[src/rtl/obi_sram_arbiter.sv]
// obi_sram_arbiter
// Two-port OBI arbiter in front of a synchronous single-port SRAM with
// 1-cycle read latency. Data requests win contention by fixed priority.
// Define OBI_ARB_STARVE_GUARD_EN to build the starve counter that forces an
// instruction grant after STARVE_LIMIT consecutive data wins against a
// waiting fetch. Without the macro, data always wins contention.
module obi_sram_arbiter #(
    parameter int RAM_ADDR_WIDTH = 20,
    parameter int STARVE_LIMIT   = 4
) (
    input  logic                      clk_i,
    input  logic                      rst_i,

    input  logic                      instr_req_i,
    output logic                      instr_gnt_o,
    output logic                      instr_rvalid_o,
    input  logic [31:0]               instr_addr_i,
    output logic [31:0]               instr_rdata_o,

    input  logic                      data_req_i,
    output logic                      data_gnt_o,
    output logic                      data_rvalid_o,
    input  logic [31:0]               data_addr_i,
    input  logic [3:0]                data_be_i,
    input  logic                      data_we_i,
    input  logic [31:0]               data_wdata_i,
    output logic [31:0]               data_rdata_o,

    output logic                      mem_en_o,
    output logic                      mem_we_o,
    output logic [RAM_ADDR_WIDTH-3:0] mem_addr_o,
    output logic [3:0]                mem_be_o,
    output logic [31:0]               mem_wdata_o,
    input  logic [31:0]               mem_rdata_i
);

    logic resp_instr_q;
    logic resp_data_q;
    logic resp_we_q;
    logic starve_hit;
    logic unused_bits;

`ifdef OBI_ARB_STARVE_GUARD_EN
    localparam logic [3:0] LIMIT = 4'(STARVE_LIMIT);

    logic [3:0] starve_cnt_q;

    // Count data wins that stall a waiting fetch, saturating at the limit
    always_ff @(posedge clk_i or posedge rst_i) begin
        if (rst_i) begin
            starve_cnt_q <= 4'd0;
        end else if (instr_gnt_o || !instr_req_i) begin
            starve_cnt_q <= 4'd0;
        end else if (data_gnt_o && (starve_cnt_q != LIMIT)) begin
            starve_cnt_q <= starve_cnt_q + 4'd1;
        end
    end

    assign starve_hit = (starve_cnt_q == LIMIT);

    assign unused_bits = ^{instr_addr_i[31:RAM_ADDR_WIDTH], instr_addr_i[1:0],
                           data_addr_i[31:RAM_ADDR_WIDTH], data_addr_i[1:0]};
`else
    assign starve_hit = 1'b0;

    // The limit has no meaning without the guard; it is folded in here only
    // so the parameter is still referenced.
    assign unused_bits = ^{instr_addr_i[31:RAM_ADDR_WIDTH], instr_addr_i[1:0],
                           data_addr_i[31:RAM_ADDR_WIDTH], data_addr_i[1:0],
                           4'(STARVE_LIMIT)};
`endif

    // Pick at most one winner per cycle; fetch wins contention only once the guard trips
    always_comb begin
        instr_gnt_o = 1'b0;
        data_gnt_o  = 1'b0;
        if (!rst_i) begin
            if (data_req_i && !(instr_req_i && starve_hit)) begin
                data_gnt_o = 1'b1;
            end else if (instr_req_i) begin
                instr_gnt_o = 1'b1;
            end
        end
    end

    // Steer the winning port onto the SRAM; an idle cycle drives all zeros
    always_comb begin
        mem_en_o    = 1'b0;
        mem_we_o    = 1'b0;
        mem_addr_o  = '0;
        mem_be_o    = 4'h0;
        mem_wdata_o = 32'h0;
        if (data_gnt_o) begin
            mem_en_o    = 1'b1;
            mem_we_o    = data_we_i;
            mem_addr_o  = data_addr_i[RAM_ADDR_WIDTH-1:2];
            mem_be_o    = data_be_i;
            mem_wdata_o = data_wdata_i;
        end else if (instr_gnt_o) begin
            mem_en_o    = 1'b1;
            mem_addr_o  = instr_addr_i[RAM_ADDR_WIDTH-1:2];
            mem_be_o    = 4'hF;
        end
    end

    // Remember who owns the SRAM response arriving next cycle
    always_ff @(posedge clk_i or posedge rst_i) begin
        if (rst_i) begin
            resp_instr_q <= 1'b0;
            resp_data_q  <= 1'b0;
            resp_we_q    <= 1'b0;
        end else begin
            resp_instr_q <= instr_gnt_o;
            resp_data_q  <= data_gnt_o;
            resp_we_q    <= data_gnt_o & data_we_i;
        end
    end

    assign instr_rvalid_o = resp_instr_q;
    assign data_rvalid_o  = resp_data_q;
    assign instr_rdata_o  = resp_instr_q ? mem_rdata_i : 32'h0;
    assign data_rdata_o   = (resp_data_q && !resp_we_q) ? mem_rdata_i : 32'h0;

endmodule

[config.mk]
export PLATFORM = sky130hd
export DESIGN_NAME = obi_sram_arbiter
export DESIGN_NICKNAME = d
export VERILOG_FILES = /design/src/rtl/obi_sram_arbiter.sv
export SDC_FILE = /design/constraint.sdc
export NUM_CORES = 1
export LEC_CHECK = 0
export BUFFER_PORTS_ARGS = -buffer_cell sky130_fd_sc_hd__buf_4
export CORE_AREA = 2 2 102 104
export DETAILED_ROUTE_END_ITERATION = 12
export DIE_AREA = 0 0 104 106
export PLACE_DENSITY = 0.48
export REMOVE_ABC_BUFFERS = 1
export SYNTH_ARGS = -nofsm -noshare
export SYNTH_HDL_FRONTEND = slang
export SYNTH_SLANG_ARGS = --single-unit
[constraint.sdc]
create_clock -name clk_i -period 1.1 [get_ports clk_i]
set_input_delay 0.11 -clock clk_i [delete_from_list [all_inputs] [get_ports clk_i]]
set_output_delay 0.11 -clock clk_i [all_outputs]
set_load 0.05 [all_outputs]
* After elaboration in Yosys (flattened, before gate mapping)
Cells that the tools add are included.
Storage, ports and cells: register bits 3, bits of input ports 137, output and inout port bits 124, logic and storage cells 21
Cells by class: multiplexer cells 15, bitwise operators 1, reductions and logical operators 2
Operators with widths (count):
- $mux 32 | 3
- $mux 18 | 2
- $mux 1 | 8
- $mux 4 | 2
- $and 1x1->1 | 1
- $logic_and 1x1->1 | 1
- $logic_not 1->1 | 1

* Logic depth before layout (Yosys ltp)
Gate-level depths: netlist of the first run.
word-level depth 5, mapped depth 5, mapped depth without buffers 2

* Worst setup path after synthesis of the first run
Ideal clock, no wire load.
path kind flip-flop to output port, start register resp_data_q, in the netlist data_rvalid_o, end output port data_rdata_o[10], arrival 1.551 ns, data required time 0.990 ns, setup slack -0.561 ns, stages on the path, launching flop included 4, buffers on the path 1, cell sequence dfrtp_1 nor2b_1 clkbuf_1 and2_1
Between the ends: longest elaborated chain between the ends 2
RTL lines:
- start: declaration | RTL line 38 | logic resp_data_q;
- start signal: assignment | RTL line 114 | resp_data_q <= data_gnt_o;
- $logic_and 1x1->1 | RTL line 122 | assign data_rdata_o = (resp_data_q && !resp_we_q) ? mem_rdata_i : 32'h0;
- $mux 32 | RTL line 122
- end: declaration | RTL line 27 | output logic [31:0] data_rdata_o,
No other way between the ends.

* Worst setup path in the final report of the first run
start register resp_we_q, end output port data_rdata_o[23]
Between the ends: longest elaborated chain between the ends 3
RTL lines:
- start: declaration | RTL line 39 | logic resp_we_q;
- start signal: assignment | RTL line 115 | resp_we_q <= data_gnt_o & data_we_i;
- $logic_not 1->1 | RTL line 122
- $logic_and 1x1->1 | RTL line 122
- $mux 32 | RTL line 122
No other way between the ends.

==> run_results.csv, run 1 <==
group,metric,value,unit
status,outcome,"finished, violations left",
status,violations,"setup timing",
placed_design,gp_congestion,0.7354,
routing,wl_per_cell,14.43,um
setup_path,cp_max_fo,32,
placed_design,place_ws,-0.09192,ns
die,die_h,106,um
sta,fin_setup_tns,-14.11,ns
clock_network,cts_root_buffer,"clkbuf_8",
power_and_ir_drop,p_comb_frac,0.815,
global_routing,grt_pass1_wl,10610,um
cells_and_area,layout-drive-gt1-share,0.8193,
power_and_ir_drop,power.leakage,0.002035,uW
routing,avgViaCountPerCell,3.977,
sta,worst_pin_slew,0.2052,ns
power_and_ir_drop,switching_share,0.4658,
cells_and_area,area_growth,282.3,%
clock_network,cts.sinks,3,
sta,rsz0062_at_grt,"true",
routing,via_count,2104,
power_and_ir_drop,pwr-share-clk,0.134,
synthesis,yosysTopAreaCellShare,0.5726,
routing,firstDrtPassIters,4,
cells_and_area,finalNetCount,531,
sta,setup_slack,-0.2499,ns
job,drv_cap,0,
die,initial_core_util,0.1060,
setup_path,cp-end-kind,"output port",
cells_and_area,final_common_cell,"buf_4",
routing,drc,0,
cells_and_area,multi_input_area,1025,um^2
clock_network,holdBufCountCts,0,
power_and_ir_drop,pwr-share-seq,0.052,
cells_and_area,fill_cells,968,
sta,setup_viol,69,
global_routing,overflow,0,
setup_path,slowest_delay,0.38,ns
clock_network,clock_tree.buffer_depth,2,
die,dieArea,11020,um^2
synthesis,ys_seq_elements,3,
setup_path,arrival,1.24,ns
cells_and_area,antenna_cells,0,
synthesis,yosysWarnings,0,
synthesis,syn_inst,151,
synthesis,avgSynthCellArea,7.018,um^2
clock_network,cts_buffers,3,
die,ioPinCount,261,
die,die_x,104,um
cells_and_area,ff_latch_area,76.32,um^2
sta,maxSlewViolCount,0,
cells_and_area,final_util,0.4052,
synthesis,synth.cell_area,1060,um^2
die,core,10000,um^2
synthesis,synth_area_leaders,"and2_1, a32o_1, dfrtp_1, buf_6, buf_4",
placed_design,dp_hpwl,5158,um
setup_path,path_buf_inv,2,
setup_path,slowest_stage,"dfrtp_1",
setup_path,cp_top_family,"flip-flops",
placed_design,io_buffers,232,
setup_path,startpoint,"resp_we_q",
global_routing,antenna_found_initial,0,
hold_path,hold_class,"primary input to asynchronous set/reset pin",
sta,min_period,1.350,ns
cells_and_area,mostFrequentLayoutCells,"buf_4, buf_6, buf_8, and2_4, and2_1",
synthesis,ys_types,15,
global_routing,grt_max_degree,33,
setup_path,start_kind,"flip-flop",
clock_network,htree_levels,1,
clock_network,cts_tree,"yes",
synthesis,synth_top_cell_by_area,"and2_1",
sta,timing.final.crit_share,1.227,
routing,wl,7632,um
sta,hold_violations,0,
setup_path,path_cells,"nor2b_4 -> buf_12 -> and2_1 -> buf_6",
power_and_ir_drop,p_int,1248,uW
synthesis,seq_area_frac_synth,0.07084,
setup_path,critical_path_class,"flip-flop to output port",
clock_network,path_clk_slew,0.03,ns
power_and_ir_drop,ir_drop,0.2692,mV
sta,fmax,740.8,MHz
power_and_ir_drop,powerDensity,576.5,nW/um^2
routing,final_antenna_net_count,0,
setup_path,required,0.99,ns
sta,slew_headroom,0.8632,
die,rows,37,
global_routing,grt_pass1_vias,2136,
routing,dr.first_iter.drc_count,57,
global_routing,grt.total_usage,0.1175,
power_and_ir_drop,p_switching,1088,uW
==> sequential cells by signal, summed over array words and instances (netlist names) <==
name,count
data_rvalid_o,1
instr_rvalid_o,1
resp_we_q,1
==> final timing paths <==
check	slack [ns]	cells after the start	to
min in group clk_i	0.15	2	resp_we_q
min	0.03	4	resp_we_q
max in group asynchronous	0.93	4	instr_rvalid_o
max	-0.25	4	data_rdata_o[23]
==> metrics by stage <==
stage | instances | total power, uW | hold WS [ns] | area [um^2]
6_report | 529 | 2336 | 0.03300 | 4051
2_1_floorplan | 134 | 961.3 | -0.1364 | 949.7
5_1_grt | 529 | 2420 | 0.04428 | 4051
3_5_place_dp | 510 | 1652 | 0.1870 | 2972
4_1_cts | 526 | 2293 | 0.05887 | 3881
3_3_place_gp | 510 | 1648 | 0.1839 | 2972
==> power groups by stage <==
stage          sequential, uW  combinational, uW  clock, uW
4_1_cts                   124               1840        325
5_1_grt                   122               1970        326
3_5_place_dp              119               1530          0
3_3_place_gp              119               1530          0
6_report                  121               1900        312
2_1_floorplan             136                826          0
==> cells in the mapped netlist (all sizes together) <==
cell type	instances
nand2b	1
inv	1
clkbuf	6
nor2	4
dfrtp	3
and2	97
a21oi	4
nor2b	2
buf	11
a32o	18
nand2	4
==> routing by layer <==
layer / global-route usage / vias to the layer above / share of wire
li1: - / 979 / -
met1: 0.1066 / 965 / 0.33
met2: 0.2528 / 156 / 0.56
met3: 0.03801 / 4 / 0.11
met4: 0.01737 / 0 / 0.0055
met5: 0 / - / 0
==> cells by family (layout without fill, tap and decap cells) <==
family | Yosys count | after routing | share of synthesized area
simple gates | 108 | 108 | 0.6328
buf+inv | 18 | 260 | 0.1074
flops | 3 | 3 | 0.07084
compound gates | 22 | 22 | 0.1889
==> tightest hold or removal path: stages <==
cell and delay (ns):
buf_12 0.10, buf_6 0.12, buf_4 0.14, inv_1 0.10
==> what timing repair did <==
item	4_1_cts	5_1_grt
buffers inserted	6	4
pin swaps	34	17
gates resized for setup	195	49
setup endpoints to repair	92	106
cloned	6	2
==> layout make-up <==
cell class                      instances  area share
Sequential cell                         3     0.01884
Timing Repair Buffer                  255      0.6742
Multi-Input combinational cell        130      0.2529
Inverter                                1   0.0009265
Tap cell                              136     0.04200
Clock buffer                            4     0.01112
Power figures use the tool's default switching activity.
==> run 2, diff against run 1 <==
HOLD_SLACK_MARGIN = 0.12   (was default)
SKIP_CTS_REPAIR_TIMING = 1   (was default)
==> run 2 against run 1 <==
Effect of this change:
- the run still ends with setup timing left
- sequential share of layout area about the same
- combinational power about the same
- non-clock buffer count up 2
- final area up 0.43%
- clock-buffer cell count unchanged
- maximum frequency up 0.53%
- first-iteration DRC count up 1.8%
- die area unchanged
- largest cell class unchanged
- largest power group unchanged
==> run_results.csv, run 2 (same netlist as run 1, synthesis figures left out) <==
group,metric,value,unit
job,drv_cap,0,
cells_and_area,final_util,0.4069,
sta,worst_pin_slew,0.2440,ns
power_and_ir_drop,pwr-share-clk,0.133,
routing,final_antenna_net_count,0,
sta,timing.final.crit_share,1.221,
die,initial_core_util,0.1060,
clock_network,cts.sinks,3,
placed_design,place_ws,-0.09192,ns
routing,dr.first_iter.drc_count,58,
cells_and_area,mostFrequentLayoutCells,"buf_4, buf_6, buf_8, and2_4, and2_1",
clock_network,htree_levels,1,
die,core,10000,um^2
cells_and_area,layout-drive-gt1-share,0.8152,
clock_network,cts_buffers,3,
routing,drc,0,
global_routing,grt.total_usage,0.09072,
power_and_ir_drop,power.leakage,0.002062,uW
global_routing,overflow,0,
power_and_ir_drop,p_switching,1089,uW
routing,wl,7831,um
status,outcome,"finished, violations left",
cells_and_area,finalNetCount,533,
sta,rsz0062_at_grt,"true",
die,die_h,106,um
sta,setup_slack,-0.2428,ns
clock_network,cts_root_buffer,"clkbuf_8",
placed_design,io_buffers,232,
hold_path,hold_class,"primary input to flip-flop",
routing,highest_layer,"met4",
routing,via_count,2122,
placed_design,dp_hpwl,5158,um
sta,setup_viol,92,
die,ioPinCount,261,
clock_network,cts_tree,"yes",
power_and_ir_drop,p_int,1254,uW
cells_and_area,area_growth,283.9,%
sta,hold_violations,0,
global_routing,antenna_found_initial,0,
die,dieArea,11020,um^2
power_and_ir_drop,ir_drop,0.2673,mV
setup_path,critical_path_class,"flip-flop to output port",
setup_path,cp_max_fo,32,
setup_path,required,0.99,ns
cells_and_area,final_common_cell,"buf_4",
sta,maxSlewViolCount,0,
setup_path,cp-end-kind,"output port",
status,violations,"setup timing",
routing,dr_wl_met3,792,um
sta,min_period,1.343,ns
sta,slew_headroom,0.8373,
routing,wl_met1,2592,um
placed_design,gp_congestion,0.7354,
sta,fmax,744.7,MHz
sta,hold_ws,0.1338,ns
hold_path,whs_path_depth,2,
power_and_ir_drop,switching_share,0.4648,
cells_and_area,antenna_cells,0,
global_routing,grt_pass1_wl,8404,um
setup_path,arrival,1.23,ns
clock_network,path_clk_slew,0.03,ns
die,rows,37,
routing,wl_per_cell,14.75,um
routing,dr_wl_met2,4317,um
routing,firstDrtPassIters,3,
global_routing,grt_pass1_vias,1782,
global_routing,grt_max_degree,52,
power_and_ir_drop,powerDensity,575.8,nW/um^2
die,die_x,104,um
setup_path,start_kind,"flip-flop",
routing,avgViaCountPerCell,3.996,
power_and_ir_drop,pwr-share-seq,0.053,
clock_network,clock_tree.buffer_depth,2,
power_and_ir_drop,p_comb_frac,0.814,
[run 2: final cells by class]
type	count	area, um^2
timing repair buffer	257	2756
sequential	3	76.32
multi-input combinational	130	1017
tap	136	170.2
inverter	1	3.754
fill	969	5931
clock buffer	4	45.04
[run 2: critical path, stage by stage (launching register included)]
cell     delay [ns]
dfrtp_1        0.38
nor2b_4        0.13
buf_12         0.16
and2_1         0.17
buf_6          0.17
[run 2: metrics by stage]
step | setup TNS [ns] | power [uW] | instances | area, um^2
after CTS | -13.66 | 1977 | 514 | 3017
after global placement | -2.629 | 1648 | 510 | 2972
final | -13.93 | 2343 | 531 | 4069
after floorplan | -64.17 | 961.3 | 134 | 949.7
after detailed placement | -2.534 | 1652 | 510 | 2972
after global routing | -17.40 | 2432 | 531 | 4069
[run 2: layer usage]
| metal | track usage | vias up |
|---|---|---|
| met2 | 0.1884 | 160 |
| met5 | 0 | - |
| met3 | 0.03250 | 8 |
| met1 | 0.08521 | 969 |
| li1 | - | 985 |
| met4 | 0.01448 | 0 |
[run 2: path summary, 6_finish.rpt]
kind                               endpoint  startpoint
max                        data_rdata_o[10]   resp_we_q
min                               resp_we_q   data_we_i
max in group asynchronous    instr_rvalid_o       rst_i
min in group asynchronous         resp_we_q       rst_i
[run 2: power groups by stage]
stage          clock network (uW)  logic, uW  registers, uW
2_1_floorplan                   0        826            136
3_3_place_gp                    0       1530            119
3_5_place_dp                    0       1530            119
4_1_cts                       325       1530            118
5_1_grt                       329       1980            125
6_report                      311       1910            124
==> run 3, diff against run 2 <==
REMOVE_ABC_BUFFERS = default   (was 1)
==> run 3 against run 2 <==
Effect of this change:
- the flow still finishes with violations (setup timing)
- maximum frequency is 0.23% higher
- routed wire length is 4.4% lower
- clock power is 3% higher
- via count is 3.0% lower
- critical path depth stayed put
- sequential share of layout area hardly changed
- final cell count is 0.56% higher
- non-clock buffer count is 3 higher
- power is 2.4% higher
- sequential power is 3% lower
- final area is 3.5% higher
==> run_results.csv, run 3 (same netlist as run 1, synthesis figures left out) <==
group,metric,value,unit
clock_network,cts_root_buffer,"clkbuf_8",
global_routing,grt_pass1_wl,9425,um
hold_path,hold_class,"primary input to flip-flop",
sta,hold_violations,0,
setup_path,cp-end-kind,"output port",
routing,via_count,2058,
sta,timing.final.crit_share,1.218,
die,ioPinCount,261,
cells_and_area,layout-drive-gt1-share,0.9598,
sta,fmax,746.4,MHz
setup_path,critical_path_class,"flip-flop to output port",
routing,drc,0,
cells_and_area,final_util,0.4210,
cells_and_area,ff_latch_area,77.57,um^2
global_routing,overflow,0,
status,outcome,"finished, violations left",
status,violations,"setup timing",
die,rows,37,
power_and_ir_drop,powerDensity,570.0,nW/um^2
sta,setup_viol,71,
global_routing,grt_pass1_vias,1947,
routing,wl,7486,um
placed_design,io_buffers,232,
die,die_h,106,um
sta,rsz0062_at_grt,"true",
cells_and_area,mostFrequentLayoutCells,"buf_4, and2_4, buf_8, buf_6, and2_2",
die,die_x,104,um
sta,hold_ws,0.2429,ns
setup_path,arrival,1.23,ns
global_routing,grt.total_usage,0.1023,
cells_and_area,area_growth,297.3,%
placed_design,dp_hpwl,5388,um
sta,worst_pin_slew,0.1923,ns
sta,min_period,1.340,ns
placed_design,gp_congestion,0.7534,
global_routing,grt_max_degree,32,
routing,wl_per_cell,14.02,um
cells_and_area,multi_input_area,1121,um^2
sta,maxSlewViolCount,0,
setup_path,required,0.99,ns
cells_and_area,finalNetCount,536,
synthesis,synth_nets,288,
cells_and_area,final_common_cell,"buf_4",
cells_and_area,fill_cells,983,
sta,setup_slack,-0.2397,ns
routing,avgViaCountPerCell,3.854,
clock_network,cts_buffers,3,
routing,final_antenna_net_count,0,
die,initial_core_util,0.1060,
job,drv_cap,0,
clock_network,cts_tree,"yes",
routing,dr.first_iter.drc_count,17,
clock_network,cts.sinks,3,
clock_network,path_clk_slew,0.03,ns
cells_and_area,antenna_cells,0,
power_and_ir_drop,ir_drop,0.2648,mV
sta,slew_headroom,0.8718,
global_routing,antenna_found_initial,0,
die,core,10000,um^2
routing,firstDrtPassIters,4,
clock_network,clock_tree.buffer_depth,2,
setup_path,cp_max_fo,16,
setup_path,start_kind,"flip-flop",
clock_network,htree_levels,1,
die,dieArea,11020,um^2
power_and_ir_drop,power.leakage,0.002186,uW
sta,fin_setup_tns,-13.60,ns
==> run 3: cell types whose count changed in the layout (fill, tap and decap cells not counted), sizes merged <==
cell / before / now
buf: 250 / 255
clkbuf: 10 / 8
==> run 3: layer usage <==
metal / track usage / vias up / wire (um)
met1: 0.1041 / 924 / 2513
met3: 0.02698 / 6 / 745
met2: 0.2035 / 139 / 4153
li1: - / 989 / -
met5: 0 / - / 0
met4: 0.02896 / 0 / 74
==> run 3: worst max-delay path: stages (launching register included) <==
cell     delay (ns)
dfrtp_1        0.38
nor2b_4        0.17
buf_12         0.16
and2_4         0.16
buf_8          0.14
==> run 3: power breakdown <==
group / internal (uW) / switching, uW / leakage, uW
Combinational: 940 / 1020 / 0.00213
Clock: 247 / 71.9 / 0.0000228
Sequential: 116 / 3.98 / 0.0000370
==> run 3: cell type report <==
| cell class | instances | share of cell area |
|---|---|---|
| inverter | 1 | 0.0008915 |
| timing repair buffer | 260 | 0.6633 |
| tap | 136 | 0.04042 |
| sequential | 3 | 0.01842 |
| multi-input combinational | 130 | 0.2663 |
| clock buffer | 4 | 0.01070 |
==> run 3: worst paths after layout <==
kind,startpoint,endpoint,slack (ns),cells after the start
worst max-delay path,resp_we_q,data_rdata_o[10],-0.24,4
worst min-delay path,data_we_i,resp_we_q,0.24,3
min in group asynchronous,rst_i,resp_we_q,0.49,4
max in group asynchronous,rst_i,data_rvalid_o,0.46,4
==> run 3: through the flow <==
stage,area (um^2),setup WS [ns],total power (uW),std cells
floorplan,1363,-0.2106,1140,151
global placement,3277,-0.04385,1779,515
detailed placement,3277,-0.05218,1789,515
CTS,3322,-0.2814,2120,519
global route,4210,-0.2918,2502,534
finish,4210,-0.2397,2400,534
